--- src/rtl/mul_div_unit.sv ---
// Iterative multiply/divide unit that sits beside the 4x16 register file.
// A launch captures the operands, then runs WIDTH shift-add or restoring
// shift-subtract iterations. It then presents the result for one DONE cycle,
// which drives the register file write port.
// Build option: define MULDIV_SIGNED_EN for two's complement operands. This
// adds a FIX cycle that restores the sign of the result.
module mul_div_unit #(
  parameter int WIDTH      = 16,
  parameter int REG_ADDR_W = 2
) (
  input  logic                  Clock,
  input  logic                  ResetN,
  input  logic                  Start,
  input  logic                  Op,
  input  logic [REG_ADDR_W-1:0] Dest,
  input  logic [WIDTH-1:0]      OperandA,
  input  logic [WIDTH-1:0]      OperandB,
  output logic                  Busy,
  output logic                  Done,
  output logic [WIDTH-1:0]      ResultData,
  output logic [REG_ADDR_W-1:0] ResultDest,
  output logic                  ResultWrite,
  output logic                  DivZero
);

  localparam int              CNT_W = $clog2(WIDTH);
  localparam logic [CNT_W-1:0] LAST = CNT_W'(WIDTH - 1);

  typedef enum logic [1:0] {
    IDLE = 2'd0,
    RUN  = 2'd1,
`ifdef MULDIV_SIGNED_EN
    FIX  = 2'd3,
`endif
    DONE = 2'd2
  } state_t;

  state_t                state;
  logic [CNT_W-1:0]      count;

  // Launch-time operation context and working registers.
  // x: multiplier (mul) or dividend shifting into quotient (div).
  // y: multiplicand shifting left (mul) or divisor (div).
  // acc: product (mul) or partial remainder (div).
  logic                  op_q;
  logic                  divzero_q;
  logic [REG_ADDR_W-1:0] dest_q;
  logic [WIDTH-1:0]      x, y, acc;
  logic [WIDTH-1:0]      x_nx, y_nx, acc_nx;
  logic [WIDTH:0]        r_shift, trial;
`ifdef MULDIV_SIGNED_EN
  logic                  neg_q;

  // Two's complement negate when neg is set; also yields operand magnitudes.
  function automatic logic [WIDTH-1:0] cond_neg(input logic [WIDTH-1:0] v, input logic neg);
    return neg ? (~v + WIDTH'(1)) : v;
  endfunction
`endif

  // One iteration of shift-add multiply or restoring divide.
  always_comb begin
    x_nx    = x;
    y_nx    = y;
    acc_nx  = acc;
    r_shift = '0;
    trial   = '0;
    if (op_q) begin
      r_shift = {acc, x[WIDTH-1]};
      trial   = r_shift - {1'b0, y};
      if (!trial[WIDTH]) begin
        acc_nx = trial[WIDTH-1:0];
        x_nx   = {x[WIDTH-2:0], 1'b1};
      end else begin
        acc_nx = r_shift[WIDTH-1:0];
        x_nx   = {x[WIDTH-2:0], 1'b0};
      end
    end else begin
      if (x[0]) acc_nx = acc + y;
      y_nx = y << 1;
      x_nx = x >> 1;
    end
  end

  // Datapath: capture operands at launch, iterate while running.
  always_ff @(posedge Clock) begin
    if (state == IDLE && Start) begin
      op_q      <= Op;
      dest_q    <= Dest;
      divzero_q <= Op && (OperandB == '0);
      acc       <= '0;
`ifdef MULDIV_SIGNED_EN
      x         <= cond_neg(OperandA, OperandA[WIDTH-1]);
      y         <= cond_neg(OperandB, OperandB[WIDTH-1]);
      neg_q     <= OperandA[WIDTH-1] ^ OperandB[WIDTH-1];
`else
      x         <= OperandA;
      y         <= OperandB;
`endif
    end else if (state == RUN) begin
      x   <= x_nx;
      y   <= y_nx;
      acc <= acc_nx;
    end
  end

  // Control FSM with registered outputs; a reset aborts any operation in flight.
  always_ff @(posedge Clock or negedge ResetN) begin
    if (!ResetN) begin
      state       <= IDLE;
      count       <= '0;
      Busy        <= 1'b0;
      Done        <= 1'b0;
      ResultWrite <= 1'b0;
      DivZero     <= 1'b0;
      ResultData  <= '0;
      ResultDest  <= '0;
    end else begin
      Done        <= 1'b0;
      ResultWrite <= 1'b0;
      case (state)
        IDLE: begin
          if (Start) begin
            state <= RUN;
            count <= '0;
            Busy  <= 1'b1;
          end
        end
        RUN: begin
          count <= count + 1'b1;
          if (count == LAST) begin
`ifdef MULDIV_SIGNED_EN
            state <= FIX;
`else
            state       <= DONE;
            Done        <= 1'b1;
            ResultWrite <= (dest_q != '0);
            ResultDest  <= dest_q;
            DivZero     <= divzero_q;
            ResultData  <= divzero_q ? '1 : (op_q ? x_nx : acc_nx);
`endif
          end
        end
`ifdef MULDIV_SIGNED_EN
        FIX: begin
          state       <= DONE;
          Done        <= 1'b1;
          ResultWrite <= (dest_q != '0);
          ResultDest  <= dest_q;
          DivZero     <= divzero_q;
          ResultData  <= divzero_q ? '1 : cond_neg(op_q ? x : acc, neg_q);
        end
`endif
        DONE: begin
          state <= IDLE;
          Busy  <= 1'b0;
        end
        default: begin
          state <= IDLE;
          Busy  <= 1'b0;
        end
      endcase
    end
  end

endmodule

--- config.mk ---
export PLATFORM = sky130hd
export DESIGN_NAME = mul_div_unit
export DESIGN_NICKNAME = d
export VERILOG_FILES = /design/src/rtl/mul_div_unit.sv
export SDC_FILE = /design/constraint.sdc
export NUM_CORES = 1
export LEC_CHECK = 0
export ABC_CLOCK_PERIOD_IN_PS = 3300
export CORE_AREA = 2 2 112 114
export DETAILED_ROUTE_END_ITERATION = 10
export DIE_AREA = 0 0 114 116
export PLACE_DENSITY_LB_ADDON = 0.25
export SLEW_MARGIN = 20
export SYNTH_ARGS = -nofsm -noshare
export SYNTH_HDL_FRONTEND = slang
export SYNTH_SLANG_ARGS = --single-unit
--- constraint.sdc ---
create_clock -name Clock -period 3.3 [get_ports Clock]
set_input_delay 0.66 -clock Clock [delete_from_list [all_inputs] [get_ports Clock]]
set_output_delay 0.66 -clock Clock [all_outputs]
set_load 0.02 [all_outputs]
==> flow_summary.json <==
{
  "gp_congestion": 0.864,
  "h-tree-depth": 3,
  "postSynthAreaPerCell_um2": 9.04,
  "async_flop_share_pct": 35.0,
  "hold_class": "reg2reg",
  "viasPerCell": 5.92,
  "insertion_delay_ns": 0.35,
  "rows": 40,
  "p_int_uw": 4370,
  "dpl_worst_slack_ns": 0.231,
  "grt_pass1_vias": 4529,
  "clkTransAtPathRegs_ns": 0.06,
  "layout.nets": 716,
  "place_area_um2": 6080,
  "pwr-share-clk_pct": 11.4,
  "setup_viol": 0,
  "post_cts_buffers": 0,
  "p_sw_uw": 3830,
  "cts_resized": 0,
  "dp_hpwl_um": 10900,
  "power_density_nw_per_um2": 1290,
  "cts_buffer_depth": 2,
  "synth-main-ff-cell": "edfxtp_1",
  "io_pins": 60,
  "cts_tree": "built",
  "fin_crit_sh_pct": 94.9,
  "cts_sinks": 80,
  "synth_edf_count": 36,
  "max_freq_ghz": 0.319,
  "required_ns": 3.59,
  "area_growth_pct": 19.5,
  "die_w_um": 114,
  "ir_worst_vdd_uv": 555,
  "path_class": "reg2reg",
  "grt.overflow.total": 0,
  "final_area_um2": 6350,
  "ys_ff_latch": 80,
  "status": "finished clean",
  "n_fill_cell": 1080,
  "route.detailed.drc": 0,
  "multi_input_area_um2": 2980,
  "yosys_warnings": 0,
  "sw_frac_of_total_pct": 46.7,
  "yosys.area.top_type": "edfxtp_1",
  "slew_headroom_pct": 54.3,
  "syn_inst": 588,
  "regArea_um2": 2100,
  "finalHoldViolCount": 0,
  "cts_inserted_buffers": 9,
  "finalWorstSetupSlack_ns": 0.168,
  "clockRootBuffer": "clkbuf_16",
  "grt_antenna_before_repair": 0,
  "fin_crit_ns": 3.13,
  "skew_ns": 0.00857,
  "postCtsHoldBufs": 0,
  "die_area_um2": 13200,
  "wl_per_cell_um": 18.1,
  "drive_gt1_share_pct": 6.32,
  "crit_path_max_fanout": 17,
  "final_max_slew_viol_count": 0,
  "grt_setup_unrepaired": "false",
  "ant_nets": 0,
  "vias": 4715,
  "grt_max_degree": 70,
  "leakagePower_uw": 0.00256,
  "syn-cell-area_um2": 5310,
  "synth_top_area_share_pct": 20.3,
  "final.setup.tns_ns": 0,
  "synth.top_cells.by_count": "nand2_1, o21ai_0, nor2_1",
  "power_frac_comb_pct": 63.9,
  "synthMostInstantiatedCell": "nand2_1",
  "worst-endpoint-arrival_ns": 3.42,
  "seqPwrFrac_pct": 24.7,
  "dp.cells": 780,
  "initial_core_util_pct": 44.6,
  "insertedDiodeCount": 0,
  "grt_first_pass_wirelength_um": 23100,
  "die_h_um": 116,
  "reg2reg_setup_slack_ns": 0.17,
  "detail_route.first_pass.iterations": 5,
  "tightest_slew_ns": 0.683,
  "port_buffers": 59,
  "total_power_uw": 8190,
  "ys_top_cells_by_area": "edfxtp_1, dfrtp_1, ha_1",
  "yosysSeqAreaShare_pct": 39.6,
  "layoutNonFillerInstCount": 796,
  "drtIter0Drc": 362,
  "ys_types": 65,
  "setup.worst_path.end_class": "flop",
  "synth_fp_nets": 660,
  "grt_use_total_pct": 22.7,
  "drv_cap": 0,
  "core_um2": 11900,
  "wirelength_um": 14400,
  "worstSetupStartpointType": "flop"
}
metal layers:
layer / wire (µm) / up-vias / track usage, %
met5: 0 / - / 0
met4: 410 / 0 / 9.27
met3: 596 / 28 / 4.34
met2: 7100 / 115 / 38.3
met1: 6310 / 2293 / 28.7
li1: - / 2279 / -
final timing paths:
check,from,end,cells after the start
worst max-delay path,x[15],acc[12],12
worst min-delay path,state[1],Busy,1
worst max register to register,x[15],acc[12],12
worst min register to register,state[1],Busy,1
max in group asynchronous,ResetN,ResultData[3],2
min in group asynchronous,ResetN,ResultData[14],2
flip-flops by register name, indices dropped and copies added, names as in the netlist, 2 cells and up:
register,cells
state,2
ResultData,16
count,4
acc,16
y,16
dest_q,2
x,16
ResultDest,2
cells in the final DEF (no fill, tap or decap), types with 3 or more instances in the layout:
| cell type | count |
|---|---|
| nand2_1 | 65 |
| clkdlybuf4s50_1 | 59 |
| o21ai_0 | 57 |
| nor2_1 | 48 |
| a21oi_1 | 44 |
| edfxtp_1 | 36 |
| ha_1 | 32 |
| dfrtp_1 | 28 |
| inv_1 | 28 |
| mux2i_1 | 21 |
| dfxtp_1 | 16 |
| buf_4 | 15 |
| xor2_1 | 12 |
| nand3_1 | 11 |
| o211ai_1 | 10 |
| o21ai_1 | 10 |
| a21o_1 | 10 |
| a211oi_1 | 10 |
| o21a_1 | 9 |
| xnor2_1 | 9 |
| clkbuf_16 | 9 |
| a31oi_1 | 8 |
| nand4_1 | 7 |
| and3_1 | 6 |
| nand2b_1 | 6 |
| nor3_1 | 6 |
| nor2b_1 | 5 |
| or3_1 | 4 |
| a32o_1 | 4 |
| nor4_1 | 3 |
| a2111oi_0 | 3 |
| and2_1 | 3 |
| mux2_2 | 3 |
| clkbuf_1 | 3 |
logic make-up (layout without fill, tap and decap cells):
| logic type | after synthesis | count (layout) | share of synthesized area (%) |
|---|---|---|---|
| compound gates | 195 | 195 | 23.9 |
| xor+xnor | 22 | 22 | 3.98 |
| fa+ha+maj | 34 | 34 | 8.29 |
| buf+inv | 58 | 119 | 4.31 |
| flops | 80 | 80 | 39.6 |
| mux | 26 | 26 | 5.02 |
| simple gates | 173 | 173 | 15.0 |
power groups by stage:
stage / Combinational [µW] / Sequential, µW / Clock (µW)
floorplan: 3850 / 1990 / 0
global placement: 5080 / 2030 / 0
detailed placement: 5180 / 2040 / 0
CTS: 5210 / 2020 / 951
global route: 5800 / 2080 / 989
finish: 5230 / 2030 / 936
metrics by stage:
step | hold WS (ns) | util [%]
2_1_floorplan | 0.364 | -
3_3_place_gp | 0.456 | 51.1
3_5_place_dp | 0.464 | 51.1
4_1_cts | 0.472 | 53.3
5_1_grt | 0.502 | 53.3
6_report | 0.472 | 53.3
critical path, cell delays in order, from the launching register on:
cell and delay (ns):
edfxtp_1 0.41, inv_1 0.07, ha_1 0.13, inv_1 0.06
fa_1 0.43, a211oi_2 0.28, o311a_4 0.24, o21ai_4 0.08
a31oi_4 0.27, xnor2_4 0.28, nor2_1 0.09, a2111oi_0 0.54
a311o_1 0.19
layout make-up:
| class | instances | share of cell area, % |
|---|---|---|
| Clock buffer | 13 | 3.94 |
| Timing Repair Buffer | 74 | 11.1 |
| Clock inverter | 3 | 0.276 |
| Multi-Input combinational cell | 450 | 47.0 |
| Inverter | 29 | 1.71 |
| Sequential cell | 80 | 33.1 |
| Tap cell | 147 | 2.90 |
No activity file was read; power rests on OpenSTA's default activity.
